==> config.mk <==
export PLATFORM = sky130hd
export DESIGN_NAME = dmem_access_unit
export DESIGN_NICKNAME = d
export VERILOG_FILES = /design/src/rtl/dmem_pkg.sv /design/src/rtl/dmem_lane_align.sv /design/src/rtl/dmem_access_unit.sv
export SDC_FILE = /design/constraint.sdc
export NUM_CORES = 1
export LEC_CHECK = 0
export BUFFER_PORTS_ARGS = -buffer_cell sky130_fd_sc_hd__buf_4
export CAP_MARGIN = 20
export CORE_AREA = 2 2 114 116
export CTS_CLUSTER_SIZE = 10
export DETAILED_ROUTE_END_ITERATION = 8
export DIE_AREA = 0 0 116 118
export PLACE_DENSITY = 0.83
export REMOVE_ABC_BUFFERS = 1
export SKIP_LAST_GASP = 1
export SYNTH_ARGS = -nofsm -noshare
export SYNTH_HDL_FRONTEND = slang
export SYNTH_SLANG_ARGS = --single-unit
export TNS_END_PERCENT = 20
==> constraint.sdc <==
create_clock -name clk -period 4.1 [get_ports clk]
set_clock_uncertainty 0.15 [all_clocks]
set_input_delay 0.41 -clock clk [delete_from_list [all_inputs] [get_ports clk]]
set_output_delay 0.41 -clock clk [all_outputs]
set_load 0.1 [all_outputs]
==> src/rtl/dmem_pkg.sv <==
`default_nettype none
// ============================================================================
// Module      : dmem_pkg
// Description : Shared size encodings, FSM states and byte-mask constants for
//               the MEM-stage data-memory access unit.
// Revision    : 1.0 - initial release
// ============================================================================
package dmem_pkg;

    // Access size encoding as produced by decode (lwhb/swhb)
    localparam logic [1:0] SZ_NONE = 2'b00;
    localparam logic [1:0] SZ_B    = 2'b01;
    localparam logic [1:0] SZ_H    = 2'b10;
    localparam logic [1:0] SZ_W    = 2'b11;

    localparam logic [3:0] c_mask_byte = 4'b0001;
    localparam logic [3:0] c_mask_half = 4'b0011;
    localparam logic [3:0] c_mask_word = 4'b1111;

    typedef enum logic [2:0] {
        ST_IDLE  = 3'd0,
        ST_REQ   = 3'd1,
        ST_RESP  = 3'd2,
        ST_REQ2  = 3'd3,
        ST_RESP2 = 3'd4,
        ST_DONE  = 3'd5
    } state_t;

    function automatic logic [3:0] base_mask(input logic [1:0] size);
        case (size)
            SZ_B:    return c_mask_byte;
            SZ_H:    return c_mask_half;
            SZ_W:    return c_mask_word;
            default: return 4'b0000;
        endcase
    endfunction

endpackage
`default_nettype wire

==> src/rtl/dmem_lane_align.sv <==
`default_nettype none
// ============================================================================
// Module      : dmem_lane_align
// Description : Combinational byte-lane steering. Produces strobes and shifted
//               store data for both words of a (possibly split) access, and
//               extracts/extends load data from a low/high word pair.
// Revision    : 1.0 - initial release
// ============================================================================
module dmem_lane_align
    import dmem_pkg::*;
(
    input  logic [1:0]  i_size,
    input  logic [1:0]  i_off,
    input  logic        i_unsigned,
    input  logic [31:0] i_wdata,
    input  logic [31:0] i_rdata_lo,
    input  logic [31:0] i_rdata_hi,
    output logic [3:0]  o_wstrb_lo,
    output logic [3:0]  o_wstrb_hi,
    output logic [31:0] o_wdata_lo,
    output logic [31:0] o_wdata_hi,
    output logic [31:0] o_rdata
);

    logic [4:0]  w_shamt;
    logic [7:0]  w_mask8;
    logic [63:0] w_wdata64;
    logic [31:0] w_rdata_sh;

    // The access is viewed as an 8-byte window spanning the word and its
    // successor; the upper half only ever carries data for split accesses.
    assign w_shamt    = {i_off, 3'b000};
    assign w_mask8    = {4'b0000, base_mask(i_size)} << i_off;
    assign w_wdata64  = {32'h0, i_wdata} << w_shamt;
    assign w_rdata_sh = 32'({i_rdata_hi, i_rdata_lo} >> w_shamt);

    assign o_wstrb_lo = w_mask8[3:0];
    assign o_wstrb_hi = w_mask8[7:4];
    assign o_wdata_lo = w_wdata64[31:0];
    assign o_wdata_hi = w_wdata64[63:32];

    always_comb begin
        o_rdata = 32'h0;
        case (i_size)
            SZ_B: o_rdata = i_unsigned ? {24'h0, w_rdata_sh[7:0]}
                                       : {{24{w_rdata_sh[7]}}, w_rdata_sh[7:0]};
            SZ_H: o_rdata = i_unsigned ? {16'h0, w_rdata_sh[15:0]}
                                       : {{16{w_rdata_sh[15]}}, w_rdata_sh[15:0]};
            SZ_W: o_rdata = w_rdata_sh;
            default: o_rdata = 32'h0;
        endcase
    end

endmodule
`default_nettype wire

==> src/rtl/dmem_access_unit.sv <==
`default_nettype none
// ============================================================================
// Module      : dmem_access_unit
// Description : MEM-stage load/store responder driving a valid/ready word bus.
//               Define MISALIGN_SPLIT_EN to split word-crossing accesses into
//               two bus transactions instead of rejecting them.
// Revision    : 1.0 - initial release
// ============================================================================
module dmem_access_unit
    import dmem_pkg::*;
#(
    parameter int AW = 32,
    parameter int DW = 32
) (
    input  logic          clk,
    input  logic          reset,
    input  logic          req_valid,
    input  logic          req_we,
    input  logic [1:0]    req_size,
    input  logic          req_unsigned,
    input  logic [AW-1:0] req_addr,
    input  logic [DW-1:0] req_wdata,
    output logic          stall,
    output logic          rsp_valid,
    output logic [DW-1:0] rsp_rdata,
    output logic          misaligned,
    output logic          bus_valid,
    output logic          bus_we,
    output logic [AW-1:0] bus_addr,
    output logic [3:0]    bus_wstrb,
    output logic [DW-1:0] bus_wdata,
    input  logic          bus_ready,
    input  logic          bus_rvalid,
    input  logic [DW-1:0] bus_rdata
);

    state_t        r_state;
    state_t        w_next;

    logic          r_we;
    logic [1:0]    r_size;
    logic          r_unsigned;
    logic [AW-1:0] r_addr;
    logic [DW-1:0] r_wdata;
    logic [DW-1:0] r_rdata;
    logic          r_misaligned;
    logic [DW-1:0] r_lo_word;

    logic          w_reject;
    logic          w_cross;
    logic [AW-1:0] w_word_addr;
    logic [3:0]    w_wstrb_lo;
    logic [3:0]    w_wstrb_hi;
    logic [DW-1:0] w_wdata_lo;
    logic [DW-1:0] w_wdata_hi;
    logic [DW-1:0] w_rdata_lo;
    logic [DW-1:0] w_load_data;

`ifdef MISALIGN_SPLIT_EN
    // Nothing is rejected; only accesses spilling past the word need a
    // second transaction.
    assign w_reject = 1'b0;
    assign w_cross  = ((r_size == SZ_H) && (r_addr[1:0] == 2'd3)) ||
                      ((r_size == SZ_W) && (r_addr[1:0] != 2'd0));
`else
    assign w_reject = ((req_size == SZ_H) && req_addr[0]) ||
                      ((req_size == SZ_W) && (req_addr[1:0] != 2'd0));
    assign w_cross  = 1'b0;
`endif

    assign w_word_addr = {r_addr[AW-1:2], 2'b00};
    // In the second phase the first word comes from the capture register and
    // the live bus word is the upper half of the merge window.
    assign w_rdata_lo  = (r_state == ST_RESP2) ? r_lo_word : bus_rdata;

    dmem_lane_align u_lane_align (
        .i_size     (r_size),
        .i_off      (r_addr[1:0]),
        .i_unsigned (r_unsigned),
        .i_wdata    (r_wdata),
        .i_rdata_lo (w_rdata_lo),
        .i_rdata_hi (bus_rdata),
        .o_wstrb_lo (w_wstrb_lo),
        .o_wstrb_hi (w_wstrb_hi),
        .o_wdata_lo (w_wdata_lo),
        .o_wdata_hi (w_wdata_hi),
        .o_rdata    (w_load_data)
    );

    always_ff @(posedge clk or posedge reset) begin
        if (reset) begin
            r_state <= ST_IDLE;
        end else begin
            r_state <= w_next;
        end
    end

    always_comb begin
        w_next    = r_state;
        bus_valid = 1'b0;
        bus_we    = 1'b0;
        bus_addr  = '0;
        bus_wstrb = 4'b0000;
        bus_wdata = '0;
        rsp_valid = 1'b0;
        case (r_state)
            ST_IDLE: begin
                if (req_valid) begin
                    if ((req_size == SZ_NONE) || w_reject) begin
                        w_next = ST_DONE;
                    end else begin
                        w_next = ST_REQ;
                    end
                end
            end
            ST_REQ: begin
                bus_valid = 1'b1;
                bus_we    = r_we;
                bus_addr  = w_word_addr;
                bus_wstrb = w_wstrb_lo;
                bus_wdata = w_wdata_lo;
                if (bus_ready) begin
                    if (!r_we) begin
                        w_next = ST_RESP;
                    end else if (w_cross) begin
                        w_next = ST_REQ2;
                    end else begin
                        w_next = ST_DONE;
                    end
                end
            end
            ST_RESP: begin
                if (bus_rvalid) begin
                    w_next = w_cross ? ST_REQ2 : ST_DONE;
                end
            end
            ST_REQ2: begin
                bus_valid = 1'b1;
                bus_we    = r_we;
                bus_addr  = w_word_addr + AW'(4);
                bus_wstrb = w_wstrb_hi;
                bus_wdata = w_wdata_hi;
                if (bus_ready) begin
                    w_next = r_we ? ST_DONE : ST_RESP2;
                end
            end
            ST_RESP2: begin
                if (bus_rvalid) begin
                    w_next = ST_DONE;
                end
            end
            ST_DONE: begin
                rsp_valid = 1'b1;
                w_next    = ST_IDLE;
            end
            default: w_next = ST_IDLE;
        endcase
    end

    assign stall      = req_valid && (r_state != ST_DONE);
    assign rsp_rdata  = r_rdata;
    assign misaligned = r_misaligned;

    always_ff @(posedge clk or posedge reset) begin
        if (reset) begin
            r_we         <= 1'b0;
            r_size       <= SZ_NONE;
            r_unsigned   <= 1'b0;
            r_addr       <= '0;
            r_wdata      <= '0;
            r_rdata      <= '0;
            r_misaligned <= 1'b0;
            r_lo_word    <= '0;
        end else begin
            case (r_state)
                ST_IDLE: begin
                    if (req_valid) begin
                        r_we         <= req_we;
                        r_size       <= req_size;
                        r_unsigned   <= req_unsigned;
                        r_addr       <= req_addr;
                        r_wdata      <= req_wdata;
                        r_rdata      <= '0;
                        r_misaligned <= w_reject;
                    end
                end
                ST_RESP: begin
                    if (bus_rvalid) begin
                        if (w_cross) begin
                            r_lo_word <= bus_rdata;
                        end else begin
                            r_rdata <= w_load_data;
                        end
                    end
                end
                ST_RESP2: begin
                    if (bus_rvalid) begin
                        r_rdata <= w_load_data;
                    end
                end
                default: ;
            endcase
        end
    end

endmodule
`default_nettype wire

==> impl_metrics.ini <==
[outcome]
status = complete, no violations

[final_layout]
nets = 948
area_delta_synth_final_pct = 30.3
mostFrequentLayoutCell = buf_4
n_antenna_cell = 0
drive_gt1_share_pct = 35.7
utilization_pct = 67.0
final_cell_mix = buf_4, dfrtp_1, nand2_1

[clock_tree]
cts-root-buf = clkbuf_16
numCtsBuffers = 9
insertion_delay_ns = 0.34
cts_buffer_depth = 2
ctsResizeCount = 0
ctsHoldBuffers = 0
cts.sinks = 104
post-cts-setup-buffer-count = 0
clk_pin_slew_ns = 0.07
cts_tree = done
h-tree-depth = 3

[synthesis]
synth_ff_type = dfrtp_1
yosys.area.top_type = dfrtp_1
synth-edff-count = 0
synthesis.area_mm2 = 0.00638
yosys_warnings = 0
ys_top_cells_by_area = dfrtp_1, mux2_2, mux2i_1
synth_area_per_cell_um2 = 9.59
synth_seq_cells = 104
synth_top_area_share_pct = 40.8
synth.distinct_cells = 52
syn_inst = 665
seq_area_frac_synth_pct = 40.8
synthArstFlopShare_pct = 100

[sta]
max_slew.worst_pin.slew_ns = 1.05
rsz0062_at_grt = false
finalSetupViolCount = 0
fin_crit_ns = 3.44
finalHoldViolCount = 0
holdWs_ns = 0.107
clock.fmax_ghz = 0.291
post-route-period-util_pct = 83.8
layout_setup_ws_ns = 0.664
relSlewSlack_pct = 29.7
slew_viol_final = 0

[critical_path]
worstSetupPathType = flip-flop to output port
critPathMaxFanout = 33
required_ns = 3.54
worstPathArrival_ns = 2.88
startpoint_type = flip-flop
end_kind = output port

[placement]
dp_hpwl_um = 14400
pre_cts_slack_ns = 1.03
io_buffers = 207
gp_congestion = 0.935

[floorplanning]
die_h_um = 118
fp.dieW_um = 116
fp.coreArea_mm2 = 0.0124
dieArea_mm2 = 0.0137
ios = 210
initial_core_util_pct = 51.4
rows = 41

[routing]
vias = 6121
drt_first_pass_iters = 6
drtIter0Drc = 568
postRouteAntennaNets = 0
routed_wl_um = 19800
drt-wirelength-per-cell_um = 19.4
drcViolationCount = 0
viasPerCell = 6.01

[global_routing]
antenna_found_initial = 0
grt_pass1_wl_um = 30700
busiest_layer = met2
grtUsageMet3_pct = 5.10
grtUsageMet2_pct = 45.1
track_usage_pct = 28.3
grt.overflow.total = 0
use_met1_pct = 38.3
grt_max_degree = 75
grt_pass1_vias = 5934

[hold_path]
hold_class = primary input to asynchronous set/reset pin

[flow_run]
max_cap_violations = 0
## routing by layer
metal / wire [um] / vias up
met4: 551 / 0
met5: 0 / -
li1: - / 2772
met3: 1720 / 48
met2: 9510 / 358
met1: 8040 / 2943
## cells by family (layout without fill, tap and decap cells)
logic type               after synthesis  in the layout  synth area share, %
buffers and inverters                 64            245                 4.51
other                                  1              2               0.0588
XOR/XNOR                              25             25                 3.43
adder cells (fa/ha/maj)                1              1                0.196
flip-flops                           104            104                 40.8
multiplexers                         116            116                 19.6
AND/OR/NAND/NOR                      211            211                 16.3
AO/OA/AOI/OAI                        143            143                 15.1
## final timing paths
check | cells after the start | to | slack [ns] | from
worst max-delay path | 5 | bus_wdata[21] | 0.66 | r_addr[0]$_DFFE_PP0P_
worst max register to register | 6 | rsp_rdata[16]$_DFFE_PP0P_ | 0.95 | r_addr[0]$_DFFE_PP0P_
worst min register to register | 2 | rsp_rdata[12]$_DFFE_PP0P_ | 0.33 | rsp_rdata[12]$_DFFE_PP0P_
worst min-delay path | 2 | rsp_rdata[29]$_DFFE_PP0P_ | 0.11 | reset
min in group clk | 3 | r_addr[10]$_DFFE_PP0P_ | 0.12 | req_addr[10]
max in group asynchronous | 3 | rsp_rdata[1]$_DFFE_PP0P_ | 2.72 | reset
## worst max-delay path, stage by stage (launching register included)
cell and delay (ns):
dfrtp_2 0.89, inv_1 0.43, nor3_2 0.64, nand2_1 0.11, o21ai_0 0.12, buf_4 0.33
## registers in the layout (all words and copies together) (netlist names)
name	cells
r_addr	32
r_wdata	32
rsp_rdata	32
r_state	3
r_size	2
misaligned	1
r_unsigned	1
r_we	1
## cells in the mapped netlist, types with 3 or more instances
library cell	instances
dfrtp_1	104
nand2_1	83
mux2_2	57
mux2i_1	53
o21ai_0	48
nor2_1	40
clkbuf_1	26
o22ai_1	25
xnor2_1	19
a221o_1	16
a21oi_1	14
and2_1	12
inv_1	12
a32o_1	11
and3_1	11
buf_2	11
a31oi_1	10
nor3_1	10
nand3_1	9
buf_1	8
nor4_1	8
a22oi_1	7
nor2b_1	7
or3_1	6
xor2_1	6
mux2_1	5
nand4_1	5
and4_1	4
nand2b_1	4
a211oi_1	3
buf_4	3
buf_6	3
or3b_2	3
## per-stage QoR
step | instances | TNS, ns | area (um2)
3_5_place_dp | 1003 | 0 | 7990
5_1_grt | 1019 | 0 | 8310
3_3_place_gp | 1003 | 0 | 7990
6_report | 1019 | 0 | 8310
4_1_cts | 1019 | 0 | 8310
2_1_floorplan | 615 | -113.95 | 6140
## area by class of cell
cell class | count | area, um2
fillers | 995 | 4100
clock buffers | 12 | 267
flip-flops and latches | 104 | 2600
multi-input cells | 498 | 3500
inverters | 13 | 51.3
well taps | 172 | 215
repair buffers | 216 | 1620
clock inverters | 4 | 51.3
Power is left out: the tool's default activity adds up to more than one toggle a clock period on the data nets, which glitch-free logic cannot reach.
